File: config.mk
export PLATFORM = sky130hd
export DESIGN_NAME = lcd_ctrl_flat
export DESIGN_NICKNAME = d
export VERILOG_FILES = /design/src/rtl/lcd_ctrl_if.sv /design/src/rtl/lcd_ctrl.sv /design/src/flat_wrapper.sv
export SDC_FILE = /design/constraint.sdc
export NUM_CORES = 1
export LEC_CHECK = 0
export BUFFER_PORTS_ARGS = -buffer_cell sky130_fd_sc_hd__buf_2
export CORE_MARGIN = 2
export CORE_UTILIZATION = 53
export DETAILED_ROUTE_END_ITERATION = 8
export PLACE_DENSITY = 0.78
export SLEW_MARGIN = 5
export SYNTH_ARGS = -nofsm -noshare
export SYNTH_HDL_FRONTEND = slang
export SYNTH_SLANG_ARGS = --single-unit
File: constraint.sdc
create_clock -name i_clk -period 2.15 [get_ports i_clk]
set_clock_uncertainty 0.05 [all_clocks]
set_input_delay 0.3225 -clock i_clk [delete_from_list [all_inputs] [get_ports i_clk]]
set_output_delay 0.3225 -clock i_clk [all_outputs]
set_load 0.05 [all_outputs]
File: src/rtl/lcd_ctrl_if.sv
// Byte-write handshake between a requester (such as the LSU-side LCD register) and lcd_ctrl.
// The requester holds rs/data stable while vld is high. The controller samples them only on the accept edge.
interface lcd_ctrl_if;
  logic       i_wr_vld;
  logic       i_wr_rs;
  logic [7:0] i_wr_data;
  logic       o_wr_rdy;

  modport master (output i_wr_vld, output i_wr_rs, output i_wr_data, input o_wr_rdy);
  modport slave  (input i_wr_vld, input i_wr_rs, input i_wr_data, output o_wr_rdy);
endinterface

File: src/rtl/lcd_ctrl.sv
// Write-only HD44780 character LCD controller: it runs power-on init by itself and then
// sequences every byte through setup, EN pulse, hold and busy wait.
module lcd_ctrl #(
  parameter int unsigned T_PWRON = 2000000,
  parameter int unsigned T_SETUP = 4,
  parameter int unsigned T_EN    = 25,
  parameter int unsigned T_HOLD  = 4,
  parameter int unsigned T_CMD   = 2500,
  parameter int unsigned T_LONG  = 82000
) (
  input  logic       i_clk,
  input  logic       i_reset,
  lcd_ctrl_if.slave  wr,
  output logic       o_init_done,
  output logic [7:0] o_lcd_data,
  output logic       o_lcd_rs,
  output logic       o_lcd_rw,
  output logic       o_lcd_en,
  output logic       o_lcd_on
);

  typedef enum logic [2:0] {PWR_WAIT, SETUP, EN_HI, HOLD, WAIT, IDLE} state_t;

  localparam logic [31:0] PWRON_LAST = 32'(T_PWRON - 1);
  localparam logic [31:0] SETUP_LAST = 32'(T_SETUP - 1);
  localparam logic [31:0] EN_LAST    = 32'(T_EN - 1);
  localparam logic [31:0] HOLD_LAST  = 32'(T_HOLD - 1);
  localparam logic [31:0] CMD_LAST   = 32'(T_CMD - 1);
  localparam logic [31:0] LONG_LAST  = 32'(T_LONG - 1);

  state_t      state_q, state_d;
  logic [31:0] cnt_q, cnt_d;
  logic [2:0]  idx_q, idx_d;
  logic [7:0]  data_q, data_d;
  logic        rs_q, rs_d;
  logic        en_q, en_d;
  logic        rdy_q, rdy_d;
  logic        done_q, done_d;
  logic        on_q;
  logic [31:0] waitLast;

  function automatic logic [7:0] initByte(input logic [2:0] idx);
    case (idx)
      3'd0, 3'd1, 3'd2: initByte = 8'h38;
      3'd3:             initByte = 8'h0C;
      3'd4:             initByte = 8'h01;
      default:          initByte = 8'h06;
    endcase
  endfunction

  // Clear and home need the long busy wait. Only the latched command byte decides this.
  assign waitLast = (!rs_q && (data_q == 8'h01 || data_q == 8'h02)) ? LONG_LAST : CMD_LAST;

  always_comb begin
    state_d = state_q;
    cnt_d   = cnt_q + 32'd1;
    idx_d   = idx_q;
    data_d  = data_q;
    rs_d    = rs_q;
    done_d  = done_q;
    case (state_q)
      PWR_WAIT: if (cnt_q == PWRON_LAST) begin
        state_d = SETUP;
        idx_d   = 3'd0;
        data_d  = initByte(3'd0);
        rs_d    = 1'b0;
      end
      SETUP: if (cnt_q == SETUP_LAST) state_d = EN_HI;
      EN_HI: if (cnt_q == EN_LAST)    state_d = HOLD;
      HOLD:  if (cnt_q == HOLD_LAST)  state_d = WAIT;
      WAIT: if (cnt_q == waitLast) begin
        if (!done_q && idx_q < 3'd5) begin
          state_d = SETUP;
          idx_d   = idx_q + 3'd1;
          data_d  = initByte(idx_q + 3'd1);
          rs_d    = 1'b0;
        end else begin
          state_d = IDLE;
          done_d  = 1'b1;
        end
      end
      IDLE: begin
        cnt_d = cnt_q;
        if (wr.i_wr_vld && rdy_q) begin
          state_d = SETUP;
          data_d  = wr.i_wr_data;
          rs_d    = wr.i_wr_rs;
        end
      end
      default: state_d = PWR_WAIT;
    endcase
    if (state_d != state_q) cnt_d = 32'd0;
    en_d  = (state_d == EN_HI);
    rdy_d = (state_d == IDLE) && done_d;
  end

  // The pin-facing outputs come from next-state values, so every output is a plain flop.
  always_ff @(posedge i_clk) begin
    if (i_reset) begin
      state_q <= PWR_WAIT;
      cnt_q   <= 32'd0;
      idx_q   <= 3'd0;
      data_q  <= 8'h00;
      rs_q    <= 1'b0;
      en_q    <= 1'b0;
      rdy_q   <= 1'b0;
      done_q  <= 1'b0;
      on_q    <= 1'b0;
    end else begin
      state_q <= state_d;
      cnt_q   <= cnt_d;
      idx_q   <= idx_d;
      data_q  <= data_d;
      rs_q    <= rs_d;
      en_q    <= en_d;
      rdy_q   <= rdy_d;
      done_q  <= done_d;
      on_q    <= 1'b1;
    end
  end

  assign wr.o_wr_rdy = rdy_q;
  assign o_init_done = done_q;
  assign o_lcd_data  = data_q;
  assign o_lcd_rs    = rs_q;
  assign o_lcd_rw    = 1'b0;
  assign o_lcd_en    = en_q;
  assign o_lcd_on    = on_q;

endmodule

File: src/flat_wrapper.sv
// flat-port wrapper written by rule: the top's interface ports become plain ports
module lcd_ctrl_flat 
#(
  parameter int unsigned T_PWRON = 2000000,
  parameter int unsigned T_SETUP = 4,
  parameter int unsigned T_EN    = 25,
  parameter int unsigned T_HOLD  = 4,
  parameter int unsigned T_CMD   = 2500,
  parameter int unsigned T_LONG  = 82000
)
  (i_clk, i_reset, o_init_done, o_lcd_data, o_lcd_rs, o_lcd_rw, o_lcd_en, o_lcd_on, wr_i_wr_vld, wr_i_wr_rs, wr_i_wr_data, wr_o_wr_rdy);
  lcd_ctrl_if wr_i ();
  input  logic i_clk;
  input  logic i_reset;
  output logic o_init_done;
  output logic [7:0] o_lcd_data;
  output logic o_lcd_rs;
  output logic o_lcd_rw;
  output logic o_lcd_en;
  output logic o_lcd_on;
  input wire logic [$bits(wr_i.i_wr_vld)-1:0] wr_i_wr_vld;
  input wire logic [$bits(wr_i.i_wr_rs)-1:0] wr_i_wr_rs;
  input wire logic [$bits(wr_i.i_wr_data)-1:0] wr_i_wr_data;
  output wire logic [$bits(wr_i.o_wr_rdy)-1:0] wr_o_wr_rdy;
  assign wr_i.i_wr_vld = wr_i_wr_vld;
  assign wr_i.i_wr_rs = wr_i_wr_rs;
  assign wr_i.i_wr_data = wr_i_wr_data;
  assign wr_o_wr_rdy = wr_i.o_wr_rdy;
  lcd_ctrl #(.T_PWRON(T_PWRON), .T_SETUP(T_SETUP), .T_EN(T_EN), .T_HOLD(T_HOLD), .T_CMD(T_CMD), .T_LONG(T_LONG)) u_core (.i_clk(i_clk), .i_reset(i_reset), .wr(wr_i), .o_init_done(o_init_done), .o_lcd_data(o_lcd_data), .o_lcd_rs(o_lcd_rs), .o_lcd_rw(o_lcd_rw), .o_lcd_en(o_lcd_en), .o_lcd_on(o_lcd_on));
endmodule
# --- After elaboration in Yosys (flattened, before gate mapping) ---
# Cells that the tools add are included.
totals:
  ff_bits: 51
  inputBits: 12
  output_inout_bits: 14
  wordCells: 77
classes:
  add_sub_neg: 2
  magnitude_cmp: 1
  eq_ne: 22
  mux: 28
  reduce_logical: 15
ops:
  columns: ["operator", "n"]
  rows:
  - ["adder 32 x 1 -> 32 bit (second input constant)", 1]
  - ["== test 32 x 2 -> 1 bit (second input constant)", 1]
  - ["== test 32 x 21 -> 1 bit (second input constant)", 1]
  - ["== test 32 bit", 1]
  - ["== test 32 x 5 -> 1 bit (second input constant)", 1]
  - ["two-way mux 8 bit", 4]
  - ["two-way mux 3 bit", 10]
  - ["case mux 8 bit (3 select lines)", 1]
  - ["case mux 3 bit (6 select lines)", 1]
  - ["case mux 6 bit (3 select lines)", 1]
  - ["two-way mux 17 bit", 1]
  - ["== test 3 x 2 -> 1 bit (second input constant)", 5]
  - ["== test 3 bit (second input constant)", 4]
  - ["== test 8 x 1 -> 1 bit (second input constant)", 1]
  - ["== test 8 x 2 -> 1 bit (second input constant)", 1]
  - ["two-way mux 1 bit", 8]
  - ["inequality test 2 x 1 -> 1 bit (second input constant)", 4]
  - ["== test 3 x 1 -> 1 bit (second input constant)", 2]
  - ["zero test 3 bit", 2]
  - ["case mux 3 bit (2 select lines)", 1]
  - ["AND reduction 5 bit", 1]
  - ["logical AND 1 bit", 4]
  - ["AND reduction 4 bit", 1]
  - ["adder 3 x 1 -> 3 bit (second input constant)", 1]
  - ["other kinds (9)", 10]

# --- Logic depth before layout (Yosys ltp) ---
logic_depth:
  word_depth: 9
  ltp_mapped: 9
  ltp_nobuf: 8

# --- Worst setup path before layout ---
# OpenSTA, ideal clock, no wires.
synth_path:
  path_kind: "register to register"
  start: "register u_core.data_q[0], in the netlist u_core.o_lcd_data[0]"
  end: "register u_core.cnt_q[0]"
  setup_time_ps: 116
  t_arrival_ps: 1872
  required_ps: 1984
  path_slack_ps: 111
  path_stages_with_launch: 8
  path_buffers: 1
  synth_period_minus_slack_ps: 2039
  cell_sequence: "dfxtp_1 xor2_1 nand3_1 mux2i_4 nand3_2 a21oi_4 buf_4 nor3_1"
synth_between:
  elab_chain_len: 9
  word_cells_on_any_way: 10
  cone_classes: "eq/ne (4); mux (3); reduce/logical (3)"
synth_rtl:
  columns: ["element", "line_no", "source"]
  rows:
  - ["start, declared", "lcd_ctrl.sv:34", "logic [7:0] data_q, data_d;"]
  - ["start signal, assigned", "lcd_ctrl.sv:113", "data_q <= data_d;"]
  - ["== test 8 x 1 -> 1 bit / == test 8 x 2 -> 1 bit (equally long branches)", "lcd_ctrl.sv:52", "assign waitLast = (!rs_q && (data_q == 8'h01 || data_q == 8'h02)) ? LONG_LAST : CMD_LAST;"]
  - ["logical OR 1 bit (*)", "lcd_ctrl.sv:52", null]
  - ["logical AND 1 bit (*)", "lcd_ctrl.sv:52", null]
  - ["two-way mux 17 bit (*)", "lcd_ctrl.sv:52", null]
  - ["== test 32 bit (*)", "lcd_ctrl.sv:71", "WAIT: if (cnt_q == waitLast) begin"]
  - ["two-way mux 3 bit (*)", "lcd_ctrl.sv:71", null]
  - ["case mux 3 bit (6 select lines) (*)", "lcd_ctrl.sv:61", "case (state_q)"]
  - ["inequality test 3 bit (*)", "lcd_ctrl.sv:92", "if (state_d != state_q) cnt_d = 32'd0;"]
  - ["OR reduction 2 bit (no line) (*)", null, null]
  - ["end signal, assigned", "lcd_ctrl.sv:111", "cnt_q <= cnt_d;"]
  - ["end, declared", "lcd_ctrl.sv:32", "logic [31:0] cnt_q, cnt_d;"]
# Every way passes the cells marked *; elsewhere a longest branch is shown, timed or not.
# A chain may end at the register's enable or synchronous reset.

# --- Worst setup path in the final report ---
layout_path:
  start: "register u_core.cnt_q[1]"
  end: "register u_core.cnt_q[14]"
layout_between:
  elab_chain_len: 5
  word_cells_on_any_way: 13
  cone_classes: "add/sub (1); eq/ne (5); mux (6); reduce/logical (1)"
layout_rtl:
  columns: ["element", "line_no"]
  rows:
  - ["== test 32 bit, or another cell as far along", "lcd_ctrl.sv:71"]
  - ["two-way mux 3 bit, on equally long branches", null]
  - ["case mux 3 bit (6 select lines)", "lcd_ctrl.sv:61"]
  - ["inequality test 3 bit", "lcd_ctrl.sv:92"]
  - ["OR reduction 2 bit (no line)", null]
# Several ways; a longest one is shown, not always the timed one.

==> results.py <==
metrics = {
    "clock_network": {
        "ctsRootBufferMaster": "clkbuf_8",
        "cts.path.max_buffers": 2,
        "cts-hold-fix-buffers": 0,
        "cts_max_level": 2,
        "clk_latency_ns": 0.30,
        "tritoncts": "built",
        "cts_sinks": 51,
        "cts-buffers-inserted": 5,
        "clk_pin_slew_ns": 0.09,
    },
    "placement": {
        "io_buffers": 24,
        "routabilityCongestion": 0.8670,
        "dp_hpwl_um": 4742,
    },
    "setup_path": {
        "crit_path_start": "u_core.cnt_q[1]$_SDFFE_PP0P_",
        "worstPathRequired_ns": 2.30,
        "crit_arrival_ns": 2.17,
        "rrSetupSlack_ns": 0.12,
        "worst_setup_path_start_kind": "flop",
        "worst-path-max-fanout": 32,
        "rr_endpoint": "u_core.cnt_q[14]$_SDFFE_PP0P_",
        "r2r_cells": 8,
        "regToRegStartpoint": "u_core.cnt_q[1]$_SDFFE_PP0P_",
        "endpoint_kind": "flop",
        "criticalPathCategory": "flop to flop",
    },
    "global_route": {
        "grt_pass1_vias": 2430,
        "grt_max_degree": 33,
        "gr-total-overflow": 0,
        "antenna_found_initial": 0,
        "grt_pass1_wl_um": 11230,
        "grtUsageTotal_pct": 22.69,
    },
    "synthesis": {
        "netlist_instances": 328,
        "synth_top_area_cell": "dfxtp_1",
        "synth_compound_area_share_pct": 9.167,
        "synth_top_family_by_area": "simple AND/OR/NAND/NOR gates",
        "yosys.area_share.simple_pct": 35.00,
        "syn_nets": 347,
        "synthArstFlopShare_pct": 0,
        "yosysUniqueCellTypes": 49,
        "yosys.area_share.adder_pct": 3.070,
        "synth_xor_area_share_pct": 10.44,
        "synth_flop_cell": "dfxtp_1",
        "ys_top_cells_by_area": "dfxtp_1 36%, xor2_1 8.0%, nor3_1 4.9%, nand4_1 3.9%, nor2_1 3.4%",
        "synth-seq-cells": 51,
        "avgSynthCellArea_sq_um": 8.697,
        "yosysSeqAreaShare_pct": 35.79,
        "synth_warnings": 0,
        "syn-cell-area_sq_um": 2853,
        "synthMuxAreaShare_pct": 1.842,
        "synth_top_cell_area_share_pct": 35.79,
        "synth_edf_count": 0,
    },
    "timing": {
        "tightest_slew_ns": 0.5027,
        "drv_slew": 0,
        "fin_crit_sh_pct": 94.32,
        "clock.fmax_mhz": 493.1,
        "rsz0062_at_grt": "yes",
        "hold_viol": 0,
        "finalSetupViolCount": 0,
        "finalCriticalPeriod_ns": 2.028,
        "relSlewSlack_pct": 66.36,
        "whs_ns": 0.2461,
        "tns_ns": 0,
    },
    "hold_path": {
        "hold_end": "u_core.o_lcd_data[6]$_SDFFE_PP0P_",
        "hp-start": "wr_i_wr_data[6]",
        "min_path_cells": 3,
        "hold_path_class": "input port to flop",
    },
    "drt": {
        "wirelength_um": 6460,
        "viasPerCell": 5.815,
        "vias": 2553,
        "dr.pass1.iters": 4,
        "drtIter0Drc": 160,
        "route.detailed.wl_per_inst_um": 14.72,
        "ant_nets": 0,
        "drcViolationCount": 0,
    },
    "final_layout": {
        "fin_nets": 387,
        "syn2layout_area_growth_pct": 15.92,
        "diodes": 0,
        "drive_above_1_share_pct": 21.95,
    },
    "die": {
        "die_area_sq_um": 5985,
        "die_w_um": 77.37,
        "rows": 26,
        "core-area_sq_um": 5140,
        "start_util_pct": 55.50,
        "io_pins": 26,
        "die_h_um": 77.37,
    },
    "pwr": {
        "power_density_nw_per_um2": 472.5,
        "total_leakage_power_nw": 1.342,
        "vdd_drop_max_mv": 0.4071,
    },
    "flow_run": {
        "max_cap_violations": 0,
    },
    "outcome": {
        "status": "finished clean",
    },
}
power breakdown:
group / internal [mW] / total, mW / switching (mW)
logic: 0.0300 / 0.0739 / 0.0439
clock network: 0.228 / 0.535 / 0.307
registers: 0.950 / 0.954 / 0.00407
total: 1.21 / 1.56 / 0.355
what timing repair did:
action	in CTS	in global routing
resized for setup	1	5
buffers inserted	0	1
endpoints found under the setup margin	2	45
gates cloned	0	0
pin swaps	0	1
per-stage QoR:
step | cell area (sq um) | total power [mW] | setup slack (ns) | instances | utilization, %
detailed placement | 3188 | 1.049 | -0.03032 | 430 | 62.03
floorplan | 2853 | 1.022 | 0.1112 | 328 | -
global route | 3307 | 1.623 | 0.004267 | 439 | 64.34
global placement | 3188 | 1.047 | -0.008414 | 430 | 62.03
CTS | 3273 | 1.573 | 0.008398 | 438 | 63.68
finish | 3307 | 1.562 | 0.1222 | 439 | 64.34
Yosys cell counts (all sizes together), types with 7 or more instances:
master	count
dfxtp	51
nor3	29
nor2	26
xor2	26
nand3	20
nand4	20
nand2	19
a21oi	13
buf	13
and4	11
nor4	11
and3	9
inv	8
xnor2	8
ha	7
routing by layer:
layer | vias to the layer above | routed length, um | track usage [%]
li1 | 1271 | - | -
met1 | 1216 | 2940 | 29.23
met2 | 61 | 3145 | 38.78
met3 | 5 | 305 | 3.837
met4 | 0 | 68 | 7.143
met5 | - | 0 | 0
critical path, stage by stage, from the launching register on:
cell      delay [ns]
dfxtp_1         0.36
ha_2            0.21
nor4b_2         0.18
and4_1          0.24
and4_4          0.27
nand4b_1        0.13
a21oi_2         0.20
buf_12          0.20
nor3_1          0.08
worst max path at each step:
stage          cells after the start  slack (ns)                       endpoint
6_report                           8        0.12  u_core.cnt_q[14]$_SDFFE_PP0P_
5_1_grt                            6       0.004  u_core.wr.o_wr_rdy$_SDFF_PP0_
4_1_cts                            6       0.008  u_core.wr.o_wr_rdy$_SDFF_PP0_
3_5_place_dp                       5       -0.03   u_core.idx_q[1]$_SDFFE_PP0P_
3_3_place_gp                       5      -0.008   u_core.idx_q[0]$_SDFFE_PP0P_
2_1_floorplan                      7        0.11   u_core.cnt_q[0]$_SDFFE_PP0P_
cell families (layout without fill, tap and decap cells):
| group | count (synthesis) | count (layout) |
|---|---|---|
| compound gates | 37 | 37 |
| xor+xnor | 34 | 34 |
| mux | 4 | 4 |
| other cells | 1 | 1 |
| flops | 51 | 51 |
| fa+ha+maj | 7 | 7 |
| buf+inv | 27 | 68 |
| simple gates | 167 | 167 |
flip-flops by register name (all words and copies together) (netlist names):
register,count
u_core.idx_q,3
u_core.o_init_done,1
u_core.cnt_q,32
u_core.state_q,3
u_core.o_lcd_data,8
u_core.o_lcd_rs,1
u_core.wr.o_wr_rdy,1
u_core.o_lcd_on,1
u_core.o_lcd_en,1
area by class of cell:
cell class                 instances  area [sq um]
multi-input combinational        250          1728
sequential                        51          1021
clock inverter                     2         12.51
clock buffer                       6         72.57
timing repair buffer              52         355.3
tap                               70         87.58
fill                             460          1833
inverter                           8         30.03
layout by cell type, fill, tap and decap left out, types with 8 or more instances in the layout:
cell type | synthesis | final
and3_1 | 9 | 9
buf_2 | 8 | 24
a21oi_1 | 11 | 11
dfxtp_1 | 51 | 51
inv_1 | 8 | 8
xnor2_1 | 8 | 8
and4_1 | 9 | 9
nor3_1 | 28 | 28
nand3_1 | 19 | 19
xor2_1 | 26 | 26
nand2_1 | 19 | 19
buf_4 | 5 | 26
nor2_1 | 26 | 26
nand4_1 | 18 | 18
Power figures use the tool's default switching activity.
